[src/rtl/des_uart_pkg.sv]
// des_uart_pkg
//   Shared definitions for the DES demo UART command receiver:
//   baud divisor helper, ASCII constants, parser state / target enums and the
//   ASCII-hex to nibble decoder (inverse of the transmit nibble-to-ASCII map).
package des_uart_pkg;

    function automatic int unsigned calc_clks_per_bit(input int unsigned clk_freq,
                                                      input int unsigned baud);
        return clk_freq / baud;
    endfunction

    localparam logic [7:0] ASCII_CR    = 8'h0D;
    localparam logic [7:0] ASCII_LF    = 8'h0A;
    localparam logic [7:0] ASCII_SPACE = 8'h20;
    localparam logic [7:0] ASCII_K     = 8'h4B;
    localparam logic [7:0] ASCII_K_LC  = 8'h6B;
    localparam logic [7:0] ASCII_P     = 8'h50;
    localparam logic [7:0] ASCII_P_LC  = 8'h70;

    typedef enum logic [1:0] {
        IDLE,
        HEX,
        DISCARD
    } parse_state_t;

    typedef enum logic {
        TGT_KEY,
        TGT_MSG
    } target_t;

    function automatic logic is_hex(input logic [7:0] c);
        return (c >= 8'h30 && c <= 8'h39) ||
               (c >= 8'h41 && c <= 8'h46) ||
               (c >= 8'h61 && c <= 8'h66);
    endfunction

    // Valid only when is_hex(c). Letters A-F/a-f have low nibble 1..6 and bit 6 set,
    // so adding 9 yields 10..15; digits have bit 6 clear and map directly.
    function automatic logic [3:0] hex_to_nibble(input logic [7:0] c);
        return c[3:0] + (c[6] ? 4'd9 : 4'd0);
    endfunction

endpackage

[src/rtl/des_uart_cmd_rx_uart_rx.sv]
// uart_rx
//   8N1 bit-level UART receiver with 2-flop input synchronizer.
//   Ports:
//     clk, rst      - system clock, async active-high reset
//     rx            - serial input, idle high, asynchronous to clk
//     rx_data[7:0]  - last received byte (valid with rx_valid)
//     rx_valid      - 1-cycle strobe, byte received with good stop bit
//     frame_err     - 1-cycle strobe, stop bit sampled low (byte dropped)
//
//   state    | meaning
//   RX_IDLE  | waiting for a 1->0 edge on the synced line
//   RX_START | half-bit wait, confirm start bit still low
//   RX_DATA  | sampling 8 data bits, LSB first
//   RX_STOP  | sampling stop bit, then back to RX_IDLE
module uart_rx #(
    parameter int unsigned CLKS_PER_BIT = 868
) (
    input  logic       clk,
    input  logic       rst,
    input  logic       rx,
    output logic [7:0] rx_data,
    output logic       rx_valid,
    output logic       frame_err
);

    localparam int unsigned HALF = CLKS_PER_BIT / 2;
    localparam int TW = (CLKS_PER_BIT > 2) ? $clog2(CLKS_PER_BIT) : 1;

    typedef enum logic [1:0] {
        RX_IDLE,
        RX_START,
        RX_DATA,
        RX_STOP
    } rx_state_t;

    rx_state_t       state, state_n;
    logic [TW-1:0]   timer, timer_n;
    logic [2:0]      bit_idx, bit_idx_n;
    logic [7:0]      shreg, shreg_n;
    logic            valid_n, ferr_n;

    logic            rx_meta, rx_sync;
    logic [1:0]      sync_ok;
    logic            rx_hi;
    logic            start_edge;

    // sync_ok marks when rx_sync holds a real sample rather than its reset value,
    // so a line held low through reset release is not mistaken for a start edge.
    always_ff @(posedge clk or posedge rst) begin
        if (rst) begin
            rx_meta <= 1'b1;
            rx_sync <= 1'b1;
            sync_ok <= 2'b00;
            rx_hi   <= 1'b0;
        end else begin
            rx_meta <= rx;
            rx_sync <= rx_meta;
            sync_ok <= {sync_ok[0], 1'b1};
            rx_hi   <= sync_ok[1] & rx_sync;
        end
    end

    assign start_edge = rx_hi & ~rx_sync;

    always_ff @(posedge clk or posedge rst) begin
        if (rst) begin
            state     <= RX_IDLE;
            timer     <= '0;
            bit_idx   <= '0;
            shreg     <= '0;
            rx_valid  <= 1'b0;
            frame_err <= 1'b0;
        end else begin
            state     <= state_n;
            timer     <= timer_n;
            bit_idx   <= bit_idx_n;
            shreg     <= shreg_n;
            rx_valid  <= valid_n;
            frame_err <= ferr_n;
        end
    end

    always_comb begin
        state_n   = state;
        timer_n   = timer;
        bit_idx_n = bit_idx;
        shreg_n   = shreg;
        valid_n   = 1'b0;
        ferr_n    = 1'b0;
        case (state)
            RX_IDLE: begin
                if (start_edge) begin
                    state_n = RX_START;
                    timer_n = TW'(HALF - 1);
                end
            end
            RX_START: begin
                if (timer == '0) begin
                    if (rx_sync) begin
                        state_n = RX_IDLE;
                    end else begin
                        state_n   = RX_DATA;
                        timer_n   = TW'(CLKS_PER_BIT - 1);
                        bit_idx_n = 3'd0;
                    end
                end else begin
                    timer_n = timer - 1'b1;
                end
            end
            RX_DATA: begin
                if (timer == '0) begin
                    shreg_n = {rx_sync, shreg[7:1]};
                    timer_n = TW'(CLKS_PER_BIT - 1);
                    if (bit_idx == 3'd7) begin
                        state_n = RX_STOP;
                    end else begin
                        bit_idx_n = bit_idx + 3'd1;
                    end
                end else begin
                    timer_n = timer - 1'b1;
                end
            end
            RX_STOP: begin
                if (timer == '0) begin
                    valid_n = rx_sync;
                    ferr_n  = ~rx_sync;
                    state_n = RX_IDLE;
                end else begin
                    timer_n = timer - 1'b1;
                end
            end
            default: state_n = RX_IDLE;
        endcase
    end

    assign rx_data = shreg;

endmodule

[src/rtl/des_uart_cmd_rx.sv]
// des_uart_cmd_rx
//   Receives ASCII-hex command lines over UART: "K"/"k" + 16 hex digits loads
//   the DES key, "P"/"p" + 16 hex digits loads the plaintext. Lines end in CR
//   or LF; spaces inside a line are ignored.
//   Ports:
//     clk, rst   - system clock, async active-high reset
//     rx         - UART serial input
//     key_out    - last committed key        key_valid - 1-cycle update pulse
//     msg_out    - last committed plaintext  msg_valid - 1-cycle update pulse
//     cmd_err    - 1-cycle pulse, malformed line (at most one per line)
//     frame_err  - 1-cycle pulse, bad stop bit
//     busy       - parser is inside a line (state != IDLE)
//
//   state   | meaning
//   IDLE    | between lines; waiting for a command letter
//   HEX     | collecting hex digits for the latched target
//   DISCARD | line rejected; skipping to the next CR/LF
module des_uart_cmd_rx
    import des_uart_pkg::*;
#(
    parameter int unsigned CLK_FREQ = 100_000_000,
    parameter int unsigned BAUD     = 115200
) (
    input  logic        clk,
    input  logic        rst,
    input  logic        rx,
    output logic [63:0] key_out,
    output logic [63:0] msg_out,
    output logic        key_valid,
    output logic        msg_valid,
    output logic        cmd_err,
    output logic        frame_err,
    output logic        busy
);

    localparam int unsigned CLKS_PER_BIT = calc_clks_per_bit(CLK_FREQ, BAUD);

    logic [7:0] rx_data;
    logic       rx_valid;
    logic       rx_frame_err;

    uart_rx #(
        .CLKS_PER_BIT(CLKS_PER_BIT)
    ) u_rx (
        .clk      (clk),
        .rst      (rst),
        .rx       (rx),
        .rx_data  (rx_data),
        .rx_valid (rx_valid),
        .frame_err(rx_frame_err)
    );

    assign frame_err = rx_frame_err;

    parse_state_t state, state_n;
    target_t      target, target_n;
    logic [4:0]   count, count_n;
    logic [63:0]  shift, shift_n;
    logic         err_n;
    logic         commit;

    logic         c_hex, c_term, c_space, c_cmd;
    target_t      c_tgt;

    always_comb begin
        c_hex   = is_hex(rx_data);
        c_term  = (rx_data == ASCII_CR) || (rx_data == ASCII_LF);
        c_space = (rx_data == ASCII_SPACE);
        c_cmd   = (rx_data == ASCII_K) || (rx_data == ASCII_K_LC) ||
                  (rx_data == ASCII_P) || (rx_data == ASCII_P_LC);
        c_tgt   = ((rx_data == ASCII_P) || (rx_data == ASCII_P_LC)) ? TGT_MSG : TGT_KEY;
    end

    always_ff @(posedge clk or posedge rst) begin
        if (rst) begin
            state     <= IDLE;
            target    <= TGT_KEY;
            count     <= '0;
            shift     <= '0;
            key_out   <= '0;
            msg_out   <= '0;
            key_valid <= 1'b0;
            msg_valid <= 1'b0;
            cmd_err   <= 1'b0;
        end else begin
            state     <= state_n;
            target    <= target_n;
            count     <= count_n;
            shift     <= shift_n;
            cmd_err   <= err_n;
            key_valid <= commit && (target == TGT_KEY);
            msg_valid <= commit && (target == TGT_MSG);
            if (commit && target == TGT_KEY) key_out <= shift;
            if (commit && target == TGT_MSG) msg_out <= shift;
        end
    end

    always_comb begin
        state_n  = state;
        target_n = target;
        count_n  = count;
        shift_n  = shift;
        err_n    = 1'b0;
        commit   = 1'b0;
        case (state)
            IDLE: begin
                if (rx_valid) begin
                    if (c_cmd) begin
                        state_n  = HEX;
                        count_n  = 5'd0;
                        target_n = c_tgt;
                    end else if (!(c_term || c_space)) begin
                        err_n   = 1'b1;
                        state_n = DISCARD;
                    end
                end
            end
            HEX: begin
                // A corrupted byte mid-line invalidates the whole line.
                if (rx_frame_err) begin
                    err_n   = 1'b1;
                    state_n = DISCARD;
                end else if (rx_valid) begin
                    if (c_hex) begin
                        if (count == 5'd16) begin
                            err_n   = 1'b1;
                            state_n = DISCARD;
                        end else begin
                            shift_n = {shift[59:0], hex_to_nibble(rx_data)};
                            count_n = count + 5'd1;
                        end
                    end else if (c_term) begin
                        state_n = IDLE;
                        if (count == 5'd16) commit = 1'b1;
                        else                err_n  = 1'b1;
                    end else if (!c_space) begin
                        err_n   = 1'b1;
                        state_n = DISCARD;
                    end
                end
            end
            DISCARD: begin
                if (rx_valid && c_term) state_n = IDLE;
            end
            default: state_n = IDLE;
        endcase
    end

    assign busy = (state != IDLE);

endmodule

[config.mk]
export PLATFORM = sky130hd
export DESIGN_NAME = des_uart_cmd_rx
export DESIGN_NICKNAME = d
export VERILOG_FILES = /design/src/rtl/des_uart_pkg.sv /design/src/rtl/des_uart_cmd_rx_uart_rx.sv /design/src/rtl/des_uart_cmd_rx.sv
export SDC_FILE = /design/constraint.sdc
export NUM_CORES = 1
export LEC_CHECK = 0
export ABC_AREA = 1
export CAP_MARGIN = 20
export CORE_ASPECT_RATIO = 1.2
export CORE_MARGIN = 1.5
export CORE_UTILIZATION = 44
export CTS_CLUSTER_SIZE = 25
export DETAILED_ROUTE_END_ITERATION = 16
export PLACE_DENSITY_LB_ADDON = 0.3
export SLEW_MARGIN = 25
export SYNTH_ARGS = -nofsm -noshare
export SYNTH_HDL_FRONTEND = slang
export SYNTH_HIERARCHICAL = 1
export SYNTH_SLANG_ARGS = --single-unit
[constraint.sdc]
create_clock -name clk -period 15.9 [get_ports clk]
set_input_delay 3.18 -clock clk [delete_from_list [all_inputs] [get_ports clk]]
set_output_delay 3.18 -clock clk [all_outputs]
set_load 0.05 [all_outputs]
Yosys cells after proc, flatten, opt, wreduce, memory -nomap -nowiden

Index checks and enable logic that the tools add are counted.

Register bits: 233

Reduce and logical (&&, ||, !) cells: 28
Add/sub/neg operators: 4
Equal/unequal tests: 34
Order comparisons: 6
Multiplexer cells: 58
Bitwise gates (word level): 6

Operators with widths:

| kind                  | count |
|---|---|
| $mux 10               | 5 |
| $pmux 10 s4           | 1 |
| $eq 8x7->1 const B    | 4 |
| $mux 2                | 16 |
| $mux 5                | 6 |
| $mux 1                | 20 |
| $eq 8x4->1 const B    | 2 |
| $ge 8x7->1 const B    | 2 |
| $le 8x7->1 const B    | 2 |
| $ne 2x2->1 const B    | 8 |
| $reduce_and 5->1      | 3 |
| $ne 2x1->1 const B    | 7 |
| $mux 3                | 4 |
| $logic_not 10->1      | 1 |
| $pmux 5 s2            | 1 |
| $sub 10x1->10 const B | 1 |
| $eq 8x6->1 const B    | 1 |
| $ge 8x6->1 const B    | 1 |
| $le 8x6->1 const B    | 1 |
| $logic_or 1x1->1      | 8 |
| $pmux 2 s4            | 1 |
| $reduce_and 7->1      | 1 |
| $eq 2x2->1 const B    | 3 |
| $logic_and 1x1->1     | 6 |
| 21 further kinds      | 31 |

Longest topological paths before layout

Word-level depth: 9
Mapped depth: 12

By module

The synthesis kept the hierarchy.

By module, submodules not included:

| module          | cells each | times used | area each (um^2) |
|---|---|---|---|
| des_uart_cmd_rx | 827        | 1          | 7975.1 |
| uart_rx         | 203        | 1          | 1660.3 |

Least setup slack after synthesis

No wires, ideal clock.

Path kind: reg2out
From: reg state[0] (netlist name)
To: out busy
Slack: 11.905 ns
Buffers on the path: 0
Data arrival time: 0.815 ns
Stages on the path, launching flop included: 3
Data required time: 12.720 ns
Path through: dfrtp_1 > nor2_1 > inv_1

RTL lines:

| item      | RTL line              | RTL |
|---|---|---|
| to (decl) | des_uart_cmd_rx.sv:33 | `output logic busy` |

==> results.toml <==
[layout]
multi_input_area_sq_um = 3060
layout.cells.most_common = "nand2_1"
antenna_cells = 0
final-instance-count-excl-fill = 1438
postLayoutCellArea_sq_um = 11700
fillers = 1945
nets = 1166
regArea_sq_um = 5830
postLayoutCoreUtil = 0.545
final_cell_mix = "285 x nand2_1, 231 x dfrtp_1, 181 x o21ai_1"
syn_to_final_growth_pct = 21.9
drive_gt1_frac = 0.0584

[grt]
grt.total_usage = 0.176
grt_pass1_wl_mm = 33.4
grt_pass1_vias = 6672
grt_max_degree = 133
grt_antenna_before_repair = 0
grt.overflow.total = 0

[sta]
tightest_slew_ps = 938
hold_violations = 0
slew_headroom = 0.375
period_share = 0.322
maxSlewViolCount = 0
rsz0062_at_grt = "no"
setup_viol = 0
fmax_ghz = 0.195
worst_clock_skew_ps = 9.41
period_needed_ps = 5120
tns_ps = 0
layout_setup_ws_ps = 10780

[drt]
vias_per_cell = 4.91
drc = 0
avgRoutedWirePerCell_um = 13.8
wl_mm = 19.9
postRouteAntennaNets = 0
drtPass1Iterations = 5
drt_iter0_markers = 420
vias = 7057

[synthesis]
synth_cells = 1030
syn_nets = 1045
ys_warn_count = 6
synth_top_area_frac = 0.600
synth_area_sq_um = 9640
ys_seq_area_frac = 0.605
ys_seq_elements = 233
yosysUniqueCellTypes = 37
synth_largest_area_cell = "dfrtp_1"
synth_area_per_cell_sq_um = 9.35
synth_area_leaders = "dfrtp_1 60%, nand2_1 11%, o21ai_1 9.4%"

[power_and_ir_drop]
power_density_nw_per_um2 = 109
p_sw_uw = 343
clockPowerShare = 0.384
swShare = 0.267
power_leakage_uw = 0.00527
irDropWorstVdd_mv = 0.0905
combPwrFrac = 0.130
seq_power_share = 0.486
p_int_uw = 943

[clocking]
numCtsBuffers = 23
root_buffer = "clkbuf_16"
clock-sinks = 233
clk_latency_ps = 490
cts_max_path_buffers = 3
path_clk_slew_ps = 60
cts_post_setup_buffers_inserted = 0
cts_resized = 0
hold_buffers = 0
htree_num_levels = 1
tritoncts = "done"

[floorplan]
core_sq_um = 21600
initial_utilization = 0.447
die_h_um = 165
ios = 136
die-area_sq_um = 22800
die_w_um = 138
core.rowCount = 59

[place]
placed_cells = 1400
io_buffer_count = 135
gp_congestion = 0.863
place_area_sq_um = 11100
dp_hpwl_mm = 13.3
dp_slack_ps = 10540

[outcome]
status = "completed"

[min_path]
hold_path.class = "register to register"

[setup_path]
crit_required_ps = 12720
arrival_ps = 1940
endpoint_kind = "primary output"
crit_type = "register to primary output"
worstPathMaxFanout = 7
start_kind = "register"

[job]
drv_cap = 0
==> logic make-up (layout without fill, tap and decap cells) <==
| logic type | after synthesis | after routing | synth area share |
|---|---|---|---|
| AO/OA/AOI/OAI | 217 | 217 | 0.117 |
| XOR/XNOR | 7 | 7 | 0.00636 |
| adder cells (fa/ha/maj) | 12 | 12 | 0.0156 |
| buffers and inverters | 161 | 295 | 0.0797 |
| flip-flops | 233 | 233 | 0.605 |
| other | 1 | 1 | 0.000389 |
| AND/OR/NAND/NOR | 399 | 399 | 0.176 |
==> through the flow <==
step	total power (uW)	hold WS [ps]
floorplan	768	331
global placement	801	333
detailed placement	803	336
CTS	1300	350
global route	1350	357
finish	1290	347
==> cell type report <==
type,instances,area share
clock buffer,35,0.0554
inverter,117,0.0382
timing repair buffer,140,0.119
tap,274,0.0292
sequential,233,0.497
multi-input combinational,636,0.260
clock inverter,3,0.00160
==> final timing paths <==
check                                           from                        end  slack (ps)  depth (start not counted)
max reg2reg                     count[0]$_DFFE_PP0P_      shift[50]$_DFFE_PP0P_       12910                         10
max in group asynchronous                        rst       shift[6]$_DFFE_PP0P_       11140                          3
min in group asynchronous                        rst  u_rx/timer[3]$_DFFE_PP0P_        3230                          3
max                             state[0]$_DFFE_PP0P_                       busy       10780                          3
min                        u_rx/sync_ok[0]$_DFF_PP0_  u_rx/sync_ok[1]$_DFF_PP0_         350                          0
min reg2reg                u_rx/sync_ok[0]$_DFF_PP0_  u_rx/sync_ok[1]$_DFF_PP0_         350                          0
==> cell usage after synthesis, drive strengths merged <==
cell type  count
a21boi         2
a21oi          9
buf           42
clkbuf         2
conb           1
dfrtp        231
dfstp          2
ha            12
inv          117
nand2        291
nand3         45
nand3b         2
nand4          6
nor2          49
nor3           4
o211ai         1
o21ai        205
or2            2
xnor2          1
xor2           6
==> routing by layer <==
metal | track usage | vias to the layer above | share of wire
met5 | 0 | - | 0
met4 | 0.0402 | 0 | 0.015
met3 | 0.0294 | 25 | 0.046
met2 | 0.291 | 154 | 0.48
met1 | 0.247 | 3356 | 0.46
li1 | - | 3522 | -
==> sequential cells by signal, indices dropped and copies added (netlist names), 2 cells and up, named ones only <==
register      cells
shift            64
u_rx/bit_idx      3
state             2
u_rx/timer       10
u_rx/rx_data      8
msg_out          64
key_out          64
u_rx/sync_ok      2
count             5
==> worst max-delay path: stages (launching register included) <==
cell and delay (ps):
dfrtp_1 440, nor2_1 220, inv_1 90, clkdlybuf4s50_1 710
==> power by group through the flow <==
stage               Sequential, uW  Clock (uW)  Combinational [uW]
detailed placement             635           0                 168
global placement               635           0                 166
floorplan                      632           0                 137
global route                   626         532                 194
finish                         624         494                 167
CTS                            624         507                 169
(Power assumes the default switching activity.)
